===== config.mk =====
export PLATFORM = sky130hd
export DESIGN_NAME = sim_bench_ctrl_flat
export DESIGN_NICKNAME = d
export VERILOG_FILES = /design/src/rtl/sim_bench_ctrl_if.sv /design/src/rtl/sim_bench_ctrl.sv /design/src/flat_wrapper.sv
export SDC_FILE = /design/constraint.sdc
export NUM_CORES = 1
export LEC_CHECK = 0
export ABC_AREA = 1
export ABC_CLOCK_PERIOD_IN_PS = 2670
export BUFFER_PORTS_ARGS = -buffer_cell sky130_fd_sc_hd__buf_2
export CAP_MARGIN = 5
export CORE_MARGIN = 3
export CORE_UTILIZATION = 40
export CTS_BUF_LIST = sky130_fd_sc_hd__clkbuf_16
export DETAILED_ROUTE_END_ITERATION = 10
export MAX_ROUTING_LAYER = met4
export PLACE_DENSITY = 0.62
export SETUP_SLACK_MARGIN = 0.3
export SLEW_MARGIN = 0
export SYNTH_ARGS = -nofsm -noshare
export SYNTH_HDL_FRONTEND = slang
export SYNTH_SLANG_ARGS = --single-unit

===== constraint.sdc =====
create_clock -name clk_i -period 2.67 [get_ports clk_i]
set_input_delay 0.1335 -clock clk_i [delete_from_list [all_inputs] [get_ports clk_i]]
set_output_delay 0.1335 -clock clk_i [all_outputs]
set_load 0.1 [all_outputs]

===== src/rtl/sim_bench_ctrl_if.sv =====
// Bundles the run-control, event and EOS handshake signals of sim_bench_ctrl.
// master = harness/simulation top side, slave = sim_bench_ctrl itself.
interface sim_bench_ctrl_if #(
    parameter int NUM_CH = 4,
    parameter int CNT_W  = 32,
    parameter int CYC_W  = 32
);
    logic                    start_i;
    logic [NUM_CH-1:0]       evt_i;
    logic [NUM_CH-1:0]       chan_en_i;
    logic                    dut_reset_n_o;
    logic [CYC_W-1:0]        cycle_cnt_o;
    logic [NUM_CH*CNT_W-1:0] evt_cnt_o;
    logic [NUM_CH-1:0]       sat_o;
    logic [2:0]              state_o;
    logic                    eos_req_o;
    logic                    eos_ack_i;
    logic                    timeout_o;
    logic                    done_o;
    logic [NUM_CH*CYC_W-1:0] last_stamp_o;

    modport master (
        output start_i, evt_i, chan_en_i, eos_ack_i,
        input  dut_reset_n_o, cycle_cnt_o, evt_cnt_o, sat_o, state_o,
               eos_req_o, timeout_o, done_o, last_stamp_o
    );

    modport slave (
        input  start_i, evt_i, chan_en_i, eos_ack_i,
        output dut_reset_n_o, cycle_cnt_o, evt_cnt_o, sat_o, state_o,
               eos_req_o, timeout_o, done_o, last_stamp_o
    );
endinterface


===== src/rtl/sim_bench_ctrl.sv =====
// Simulation run controller: DUT reset generation, RUN cycle counting, per-channel
// rising-edge event counters and EOS req/ack handshake. Option: SIM_BENCH_STAMP_EN.
module sim_bench_ctrl #(
    parameter int NUM_CH      = 4,
    parameter int CNT_W       = 32,
    parameter int CYC_W       = 32,
    parameter int RST_HOLD    = 11,
    parameter int RUN_LIMIT   = 20000,
    parameter int ACK_TIMEOUT = 64
) (
    input  logic             clk_i,
    input  logic             reset_i,
    sim_bench_ctrl_if.slave  bus
);
    typedef enum logic [2:0] {
        IDLE  = 3'd0,
        RESET = 3'd1,
        RUN   = 3'd2,
        DRAIN = 3'd3,
        DONE  = 3'd4
    } state_t;

    localparam int ACK_W = (ACK_TIMEOUT > 1) ? $clog2(ACK_TIMEOUT) : 1;
    localparam logic [CYC_W-1:0] HOLD_LAST = CYC_W'(RST_HOLD - 1);
    localparam logic [CYC_W-1:0] RUN_LAST  = CYC_W'(RUN_LIMIT - 1);
    localparam logic [ACK_W-1:0] ACK_LAST  = ACK_W'(ACK_TIMEOUT - 1);

    state_t            state_reg;
    logic              dut_reset_n_reg;
    logic [CYC_W-1:0]  cycle_cnt_reg;
    logic [CYC_W-1:0]  hold_cnt_reg;
    logic [ACK_W-1:0]  ack_cnt_reg;
    logic              eos_req_reg;
    logic              timeout_reg;
    logic              done_reg;
    logic [NUM_CH-1:0] evt_prev_reg;

    logic clear_run;
    logic run_active;

    assign clear_run  = (state_reg == IDLE) && bus.start_i;
    assign run_active = (state_reg == RUN);

    always_ff @(posedge clk_i) begin
        if (reset_i) begin
            state_reg       <= IDLE;
            dut_reset_n_reg <= 1'b0;
            cycle_cnt_reg   <= '0;
            hold_cnt_reg    <= '0;
            ack_cnt_reg     <= '0;
            eos_req_reg     <= 1'b0;
            timeout_reg     <= 1'b0;
            done_reg        <= 1'b0;
        end else begin
            case (state_reg)
                IDLE: begin
                    dut_reset_n_reg <= 1'b0;
                    if (bus.start_i) begin
                        state_reg     <= RESET;
                        cycle_cnt_reg <= '0;
                        hold_cnt_reg  <= '0;
                        timeout_reg   <= 1'b0;
                        done_reg      <= 1'b0;
                    end
                end
                RESET: begin
                    if (hold_cnt_reg == HOLD_LAST) begin
                        state_reg       <= RUN;
                        dut_reset_n_reg <= 1'b1;
                    end else begin
                        hold_cnt_reg <= hold_cnt_reg + CYC_W'(1);
                    end
                end
                RUN: begin
                    cycle_cnt_reg <= cycle_cnt_reg + CYC_W'(1);
                    if (cycle_cnt_reg == RUN_LAST) begin
                        state_reg   <= DRAIN;
                        eos_req_reg <= 1'b1;
                        ack_cnt_reg <= '0;
                    end
                end
                DRAIN: begin
                    // Ack wins over an expiring timeout in the same cycle.
                    if (bus.eos_ack_i) begin
                        state_reg   <= DONE;
                        eos_req_reg <= 1'b0;
                        done_reg    <= 1'b1;
                    end else if (ack_cnt_reg == ACK_LAST) begin
                        state_reg   <= DONE;
                        eos_req_reg <= 1'b0;
                        done_reg    <= 1'b1;
                        timeout_reg <= 1'b1;
                    end else begin
                        ack_cnt_reg <= ack_cnt_reg + ACK_W'(1);
                    end
                end
                DONE: begin
                    done_reg <= 1'b1;
                end
                default: begin
                    state_reg <= IDLE;
                end
            endcase
        end
    end

    // Edge history runs in every state so a level already high at RUN entry is not an edge.
    always_ff @(posedge clk_i) begin
        if (reset_i) begin
            evt_prev_reg <= '0;
        end else begin
            evt_prev_reg <= bus.evt_i;
        end
    end

    genvar gi;
    generate
        for (gi = 0; gi < NUM_CH; gi++) begin : g_ch
            logic [CNT_W-1:0] cnt_reg;
            logic [CNT_W-1:0] cnt_next;
            logic             sat_reg;
            logic             hit;

            assign hit      = run_active && bus.evt_i[gi] && !evt_prev_reg[gi]
                              && bus.chan_en_i[gi] && !sat_reg;
            assign cnt_next = cnt_reg + CNT_W'(1);

            always_ff @(posedge clk_i) begin
                if (reset_i || clear_run) begin
                    cnt_reg <= '0;
                    sat_reg <= 1'b0;
                end else if (hit) begin
                    cnt_reg <= cnt_next;
                    sat_reg <= &cnt_next;
                end
            end

            assign bus.evt_cnt_o[gi*CNT_W +: CNT_W] = cnt_reg;
            assign bus.sat_o[gi]                    = sat_reg;

`ifdef SIM_BENCH_STAMP_EN
            logic [CYC_W-1:0] stamp_reg;

            always_ff @(posedge clk_i) begin
                if (reset_i || clear_run) begin
                    stamp_reg <= '0;
                end else if (hit) begin
                    stamp_reg <= cycle_cnt_reg;
                end
            end

            assign bus.last_stamp_o[gi*CYC_W +: CYC_W] = stamp_reg;
`endif
        end
    endgenerate

`ifndef SIM_BENCH_STAMP_EN
    assign bus.last_stamp_o = '0;
`endif

    assign bus.dut_reset_n_o = dut_reset_n_reg;
    assign bus.cycle_cnt_o   = cycle_cnt_reg;
    assign bus.state_o       = state_reg;
    assign bus.eos_req_o     = eos_req_reg;
    assign bus.timeout_o     = timeout_reg;
    assign bus.done_o        = done_reg;
endmodule


===== src/flat_wrapper.sv =====
// flat-port wrapper written by rule: the top's interface ports become plain ports
module sim_bench_ctrl_flat 
#(
    parameter int NUM_CH      = 4,
    parameter int CNT_W       = 32,
    parameter int CYC_W       = 32,
    parameter int RST_HOLD    = 11,
    parameter int RUN_LIMIT   = 20000,
    parameter int ACK_TIMEOUT = 64
)
  (clk_i, reset_i, bus_start_i, bus_evt_i, bus_chan_en_i, bus_eos_ack_i, bus_dut_reset_n_o, bus_cycle_cnt_o, bus_evt_cnt_o, bus_sat_o, bus_state_o, bus_eos_req_o, bus_timeout_o, bus_done_o, bus_last_stamp_o);
  sim_bench_ctrl_if #(.NUM_CH(NUM_CH), .CNT_W(CNT_W), .CYC_W(CYC_W)) bus_i ();
  input  logic clk_i;
  input  logic reset_i;
  input wire logic [$bits(bus_i.start_i)-1:0] bus_start_i;
  input wire logic [$bits(bus_i.evt_i)-1:0] bus_evt_i;
  input wire logic [$bits(bus_i.chan_en_i)-1:0] bus_chan_en_i;
  input wire logic [$bits(bus_i.eos_ack_i)-1:0] bus_eos_ack_i;
  output wire logic [$bits(bus_i.dut_reset_n_o)-1:0] bus_dut_reset_n_o;
  output wire logic [$bits(bus_i.cycle_cnt_o)-1:0] bus_cycle_cnt_o;
  output wire logic [$bits(bus_i.evt_cnt_o)-1:0] bus_evt_cnt_o;
  output wire logic [$bits(bus_i.sat_o)-1:0] bus_sat_o;
  output wire logic [$bits(bus_i.state_o)-1:0] bus_state_o;
  output wire logic [$bits(bus_i.eos_req_o)-1:0] bus_eos_req_o;
  output wire logic [$bits(bus_i.timeout_o)-1:0] bus_timeout_o;
  output wire logic [$bits(bus_i.done_o)-1:0] bus_done_o;
  output wire logic [$bits(bus_i.last_stamp_o)-1:0] bus_last_stamp_o;
  assign bus_i.start_i = bus_start_i;
  assign bus_i.evt_i = bus_evt_i;
  assign bus_i.chan_en_i = bus_chan_en_i;
  assign bus_i.eos_ack_i = bus_eos_ack_i;
  assign bus_dut_reset_n_o = bus_i.dut_reset_n_o;
  assign bus_cycle_cnt_o = bus_i.cycle_cnt_o;
  assign bus_evt_cnt_o = bus_i.evt_cnt_o;
  assign bus_sat_o = bus_i.sat_o;
  assign bus_state_o = bus_i.state_o;
  assign bus_eos_req_o = bus_i.eos_req_o;
  assign bus_timeout_o = bus_i.timeout_o;
  assign bus_done_o = bus_i.done_o;
  assign bus_last_stamp_o = bus_i.last_stamp_o;
  sim_bench_ctrl #(.NUM_CH(NUM_CH), .CNT_W(CNT_W), .CYC_W(CYC_W), .RST_HOLD(RST_HOLD), .RUN_LIMIT(RUN_LIMIT), .ACK_TIMEOUT(ACK_TIMEOUT)) u_core (.clk_i(clk_i), .reset_i(reset_i), .bus(bus_i));
endmodule

==> impl_summary.md <==
Power and ir drop
After layout, the design draws a total of 0.0107 W. The switching power share of the total is 42.1%. The clock share of power is 36.3%. In this run, flip-flops and latches consume 33.1% of the power. Summed over all nets, the switching power comes to 0.00452 W. The worst-case IR drop observed on VDD is 0.000420 V. Internal power comes to 0.00621 W.

Combinational logic is responsible for 30.6% of the overall power. In this run the power density over the cells is 640 nW/um^2. For this design the static power due to leakage is 7.17 nW.

Timing
The final hold violation count is 0. The max-slew violation total from the final report was 0. For the final routed database, the setup TNS stands at 0 ns. Across the routed clock network, the largest skew measured is 0.0203 ns. Setup repair after global routing left no endpoint under its margin. The worst-margin pin slew is 0.657 ns.

The fraction of the cycle the final worst path needs is 79.3%. The achievable clock frequency is 472 MHz. The count of final setup violators is 0. Counting I/O delays and the setup requirement, the final critical path takes 2.12 ns. Headroom to the max-slew limit came out at 56.2%.

Floorplanning
The die extent in y is 199 um. In this run the count of I/O pins placed on the die edge is 311. The number of rows created at floorplan is 69. The total area inside the core boundary comes to 36100 um^2. The floorplan step defined a die boundary enclosing 39500 um^2. The horizontal die dimension is 199 um.

The initial cell density of the core is 41.2%.

Clocking
The deepest clock path buffer count is 3. TritonCTS built the clock tree. After clock tree synthesis, the clock-pin slew on the worst setup and hold paths is 0.05 ns.

For the worst-skew pair, the clock arrives at the later sink with an insertion delay of 0.56 ns. The number of clock buffers added by TritonCTS is 28. The clock net sink count is 213. CTS built an H-tree with a depth of 1. The cell chosen for the clock root is sky130_fd_sc_hd__clkbuf_16. The post-CTS repair timing setup buffer count is 0.

Yosys
The share of async-settable or async-resettable flops after synthesis is 0%. In the synthesized netlist, the number of instances is 2463. In the synthesized netlist the dominant register cell turns out to be sky130_fd_sc_hd__dfxtp_1.

The share of synthesized area occupied by flip-flops and latches is 28.7%. The flip-flop and latch count after synthesis is 213. The Yosys step of the flow raised 0 warnings. The number of different library cells used by synthesis comes to 48. The number of enable-type register cells in the synthesized netlist is 0. The post-synth design cell area is 14900 um^2.

The mean instance size in the synthesized netlist is 6.04 um^2.

Layout
The library cells used most frequently in the layout, excluding fill and tap cells, are 702 x sky130_fd_sc_hd__nand2_1, 313 x sky130_fd_sc_hd__inv_1, 312 x sky130_fd_sc_hd__nor2_1, 201 x sky130_fd_sc_hd__dfxtp_1, 191 x sky130_fd_sc_hd__nand3_1. The layout filler cell count is 3777. Leaving out fill and tap cells, the most frequent cell in the layout is sky130_fd_sc_hd__nand2_1. After routing the design area is 16800 um^2. The finished layout holds 3116 standard cells, fillers aside. The total number of nets in the final design is 2658. From synthesis to final layout, the design area changed by 12.7%. The final cell utilization of the core is 46.4%. Cells with a size suffix above 1 make up 12.8% of the layout. The register with the most flip-flops in the layout has 128 of them.

Place
In this run the cell area measured after placement is 15800 um^2. In this run the tool buffered the top-level ports with 182 buffer cells. After legalization and detailed placement, the total HPWL measured 34.1 mm. The congestion estimate from routability-driven global placement came to 0.984. The count of placed standard cells including taps is 3060.

Global route
For met3 alone, demand over resource in global routing was 3.57%. Entering global routing, the biggest net connects 60 pins. Global routing used 22.8% of the available tracks. The final global-route overflow total is 0. The via count of the first global-routing pass came to 14200. The initial antenna violation count was 1. The global routing stage identified its most utilized layer as met2. In the global route stage, met2 resource usage came out at 36.7%. The first global-routing pass estimated 72.5 mm of wire.

Global routing used 29.7% of the available met1 tracks.

Worst setup path
STA puts the critical path data required time at 3.11 ns. The arrival time reported for the critical path endpoint is 2.56 ns. The signal on the critical path passes through nor2_2, inv_1, nor2_1, nand2_1, buf_6, inv_1, nor2_2, nand2_1, a221oi_1.

STA classifies the critical path endpoint as a register. The peak per-stage delay on the critical path is 0.40 ns. In this run the worst path has a maximum fanout of 38.

The launching element type of the critical path is a register. The largest delay contributor family on the critical path is simple AND/OR/NAND/NOR gates. Counting both buffers and inverters, the worst setup path holds a total of 3.

The critical path is of the reg2reg type. For this design, the slowest cell found on the critical path is sky130_fd_sc_hd__dfxtp_1.

Routing
The remaining antenna violation count after routing is 0. The first TritonRoute pass finished after 5 iterations. The DRC violation total after the first TritonRoute iteration is 1099.

The count of vias placed by the detailed router is 15600. The average wire per standard cell is 14.5 um. After detailed routing, the number of vias per cell comes to 5.00. The total detailed-routing wirelength is 45.2 mm. The number of DRC violations after detailed routing is 0.

Outcome
The run finished with clean final reports.

Min path
The type of the most critical hold path is in2reg.

Flow run
Max-cap violations in this run came to 0.
-- cells in the mapped netlist, types with 2 or more instances --
master                     instances  area share [%]
sky130_fd_sc_hd__ha_1             12             1.0
sky130_fd_sc_hd__nor2_2           22            0.93
sky130_fd_sc_hd__o21bai_1          8            0.40
sky130_fd_sc_hd__buf_2            18            0.61
sky130_fd_sc_hd__dfxtp_1         213              29
sky130_fd_sc_hd__a221oi_1          2            0.12
sky130_fd_sc_hd__nand3_2           3            0.20
sky130_fd_sc_hd__clkbuf_1         34            0.86
sky130_fd_sc_hd__nor2_4           21             1.6
sky130_fd_sc_hd__o21ai_0         108             3.6
sky130_fd_sc_hd__o311a_1           2            0.13
sky130_fd_sc_hd__a211oi_1         10            0.50
sky130_fd_sc_hd__a21oi_1         139             4.7
sky130_fd_sc_hd__nand4_1          34             1.4
sky130_fd_sc_hd__nand3_1         191             6.4
sky130_fd_sc_hd__nor3_2            2            0.13
sky130_fd_sc_hd__or2_2             7            0.29
sky130_fd_sc_hd__nand2_1         703              18
sky130_fd_sc_hd__nor2_1          313             7.9
sky130_fd_sc_hd__a31oi_1           5            0.21
sky130_fd_sc_hd__nand2_2          16            0.67
sky130_fd_sc_hd__and2_1            4            0.17
sky130_fd_sc_hd__xor2_1           13            0.77
sky130_fd_sc_hd__nor3b_1           6            0.30
sky130_fd_sc_hd__nand3b_1          9            0.45
sky130_fd_sc_hd__o211ai_1         42             2.1
sky130_fd_sc_hd__xnor2_1           6            0.35
sky130_fd_sc_hd__nor2_8            2            0.27
sky130_fd_sc_hd__nor4_1            7            0.29
sky130_fd_sc_hd__buf_1             4            0.10
sky130_fd_sc_hd__o21ai_1           5            0.17
sky130_fd_sc_hd__o31ai_1           3            0.15
sky130_fd_sc_hd__nor3_1           32             1.1
sky130_fd_sc_hd__buf_4           136             6.9
sky130_fd_sc_hd__inv_1           306             7.7
sky130_fd_sc_hd__nand2_4           2            0.15
sky130_fd_sc_hd__o22ai_1           3            0.13
sky130_fd_sc_hd__inv_2            10            0.25
-- through the flow --
stage | setup slack (ns) | hold WS, ns
after global routing | 0.367 | 0.0701
after detailed placement | 0.479 | 0.393
after floorplan | 0.287 | 0.240
final | 0.552 | 0.0463
after CTS | 0.463 | 0.0105
after global placement | 0.565 | 0.381
-- final timing paths --
kind	start	end	slack, ns	cells after the start
min	bus_chan_en_i[0]	u_core.g_ch[0].cnt_reg[5]$_SDFFE_PP0P_	0.05	4
max reg2reg	u_core.bus.state_o[2]$_SDFFE_PP0P_	u_core.bus.cycle_cnt_o[6]$_SDFFE_PP0P_	0.55	9
min reg2reg	u_core.bus.cycle_cnt_o[0]$_SDFFE_PP0P_	u_core.bus.cycle_cnt_o[0]$_SDFFE_PP0P_	0.46	1
max	u_core.bus.state_o[2]$_SDFFE_PP0P_	u_core.bus.cycle_cnt_o[6]$_SDFFE_PP0P_	0.55	9
-- power by group through the flow --
stage / registers [W] / clock network [W] / logic [W]
floorplan: 0.00442 / 0 / 0.00200
global placement: 0.00361 / 0 / 0.00325
detailed placement: 0.00362 / 0 / 0.00326
CTS: 0.00355 / 0.00401 / 0.00327
global route: 0.00358 / 0.00412 / 0.00350
finish: 0.00356 / 0.00390 / 0.00328
-- layout make-up --
class	count	area, um^2	share of cell area, %
diodes	1	2.50	0.0149
clock buffers	29	726	4.33
clock inverters	21	216	1.29
inverters	317	1190	7.11
multi-input cells	1868	8650	51.6
flip-flops and latches	213	4280	25.5
well taps	461	577	3.44
repair buffers	206	1120	6.68
-- worst reg2reg max path, stage by stage (launching register included) --
cell and delay, ns:
sky130_fd_sc_hd__dfxtp_1 0.40, sky130_fd_sc_hd__nor2_2 0.09, sky130_fd_sc_hd__inv_1 0.07, sky130_fd_sc_hd__nor2_1 0.05, sky130_fd_sc_hd__nand2_1 0.12, sky130_fd_sc_hd__buf_6 0.31
sky130_fd_sc_hd__inv_1 0.25, sky130_fd_sc_hd__nor2_2 0.38, sky130_fd_sc_hd__nand2_1 0.09, sky130_fd_sc_hd__a221oi_1 0.25
-- what timing repair did --
item                                   CTS  global route
endpoints found under the hold margin    5             0
setup endpoints to repair                0             2
hold buffers                             5             0
gates resized for setup                  0             1
-- cells by family (layout without fill, tap and decap cells) --
| logic type | count (synthesis) | after routing | share of synthesized area [%] |
|---|---|---|---|
| AOI/OAI and AO/OA | 335 | 335 | 12.7 |
| xor gates and xnor gates | 19 | 19 | 1.12 |
| adders and majority gates | 12 | 12 | 1.01 |
| buffers and inverters | 509 | 573 | 16.4 |
| DFF | 213 | 213 | 28.7 |
| other | 1 | 129 | 0.0252 |
| and+or+nand+nor | 1374 | 1374 | 40.0 |
-- routing by layer --
metal | vias to the layer above | part of all wire (%)
met2 | 572 | 45
met4 | 0 | 2.3
met3 | 83 | 7.6
met1 | 6971 | 45
met5 | - | 0
li1 | 7969 | -
(Power assumes the default switching activity.)
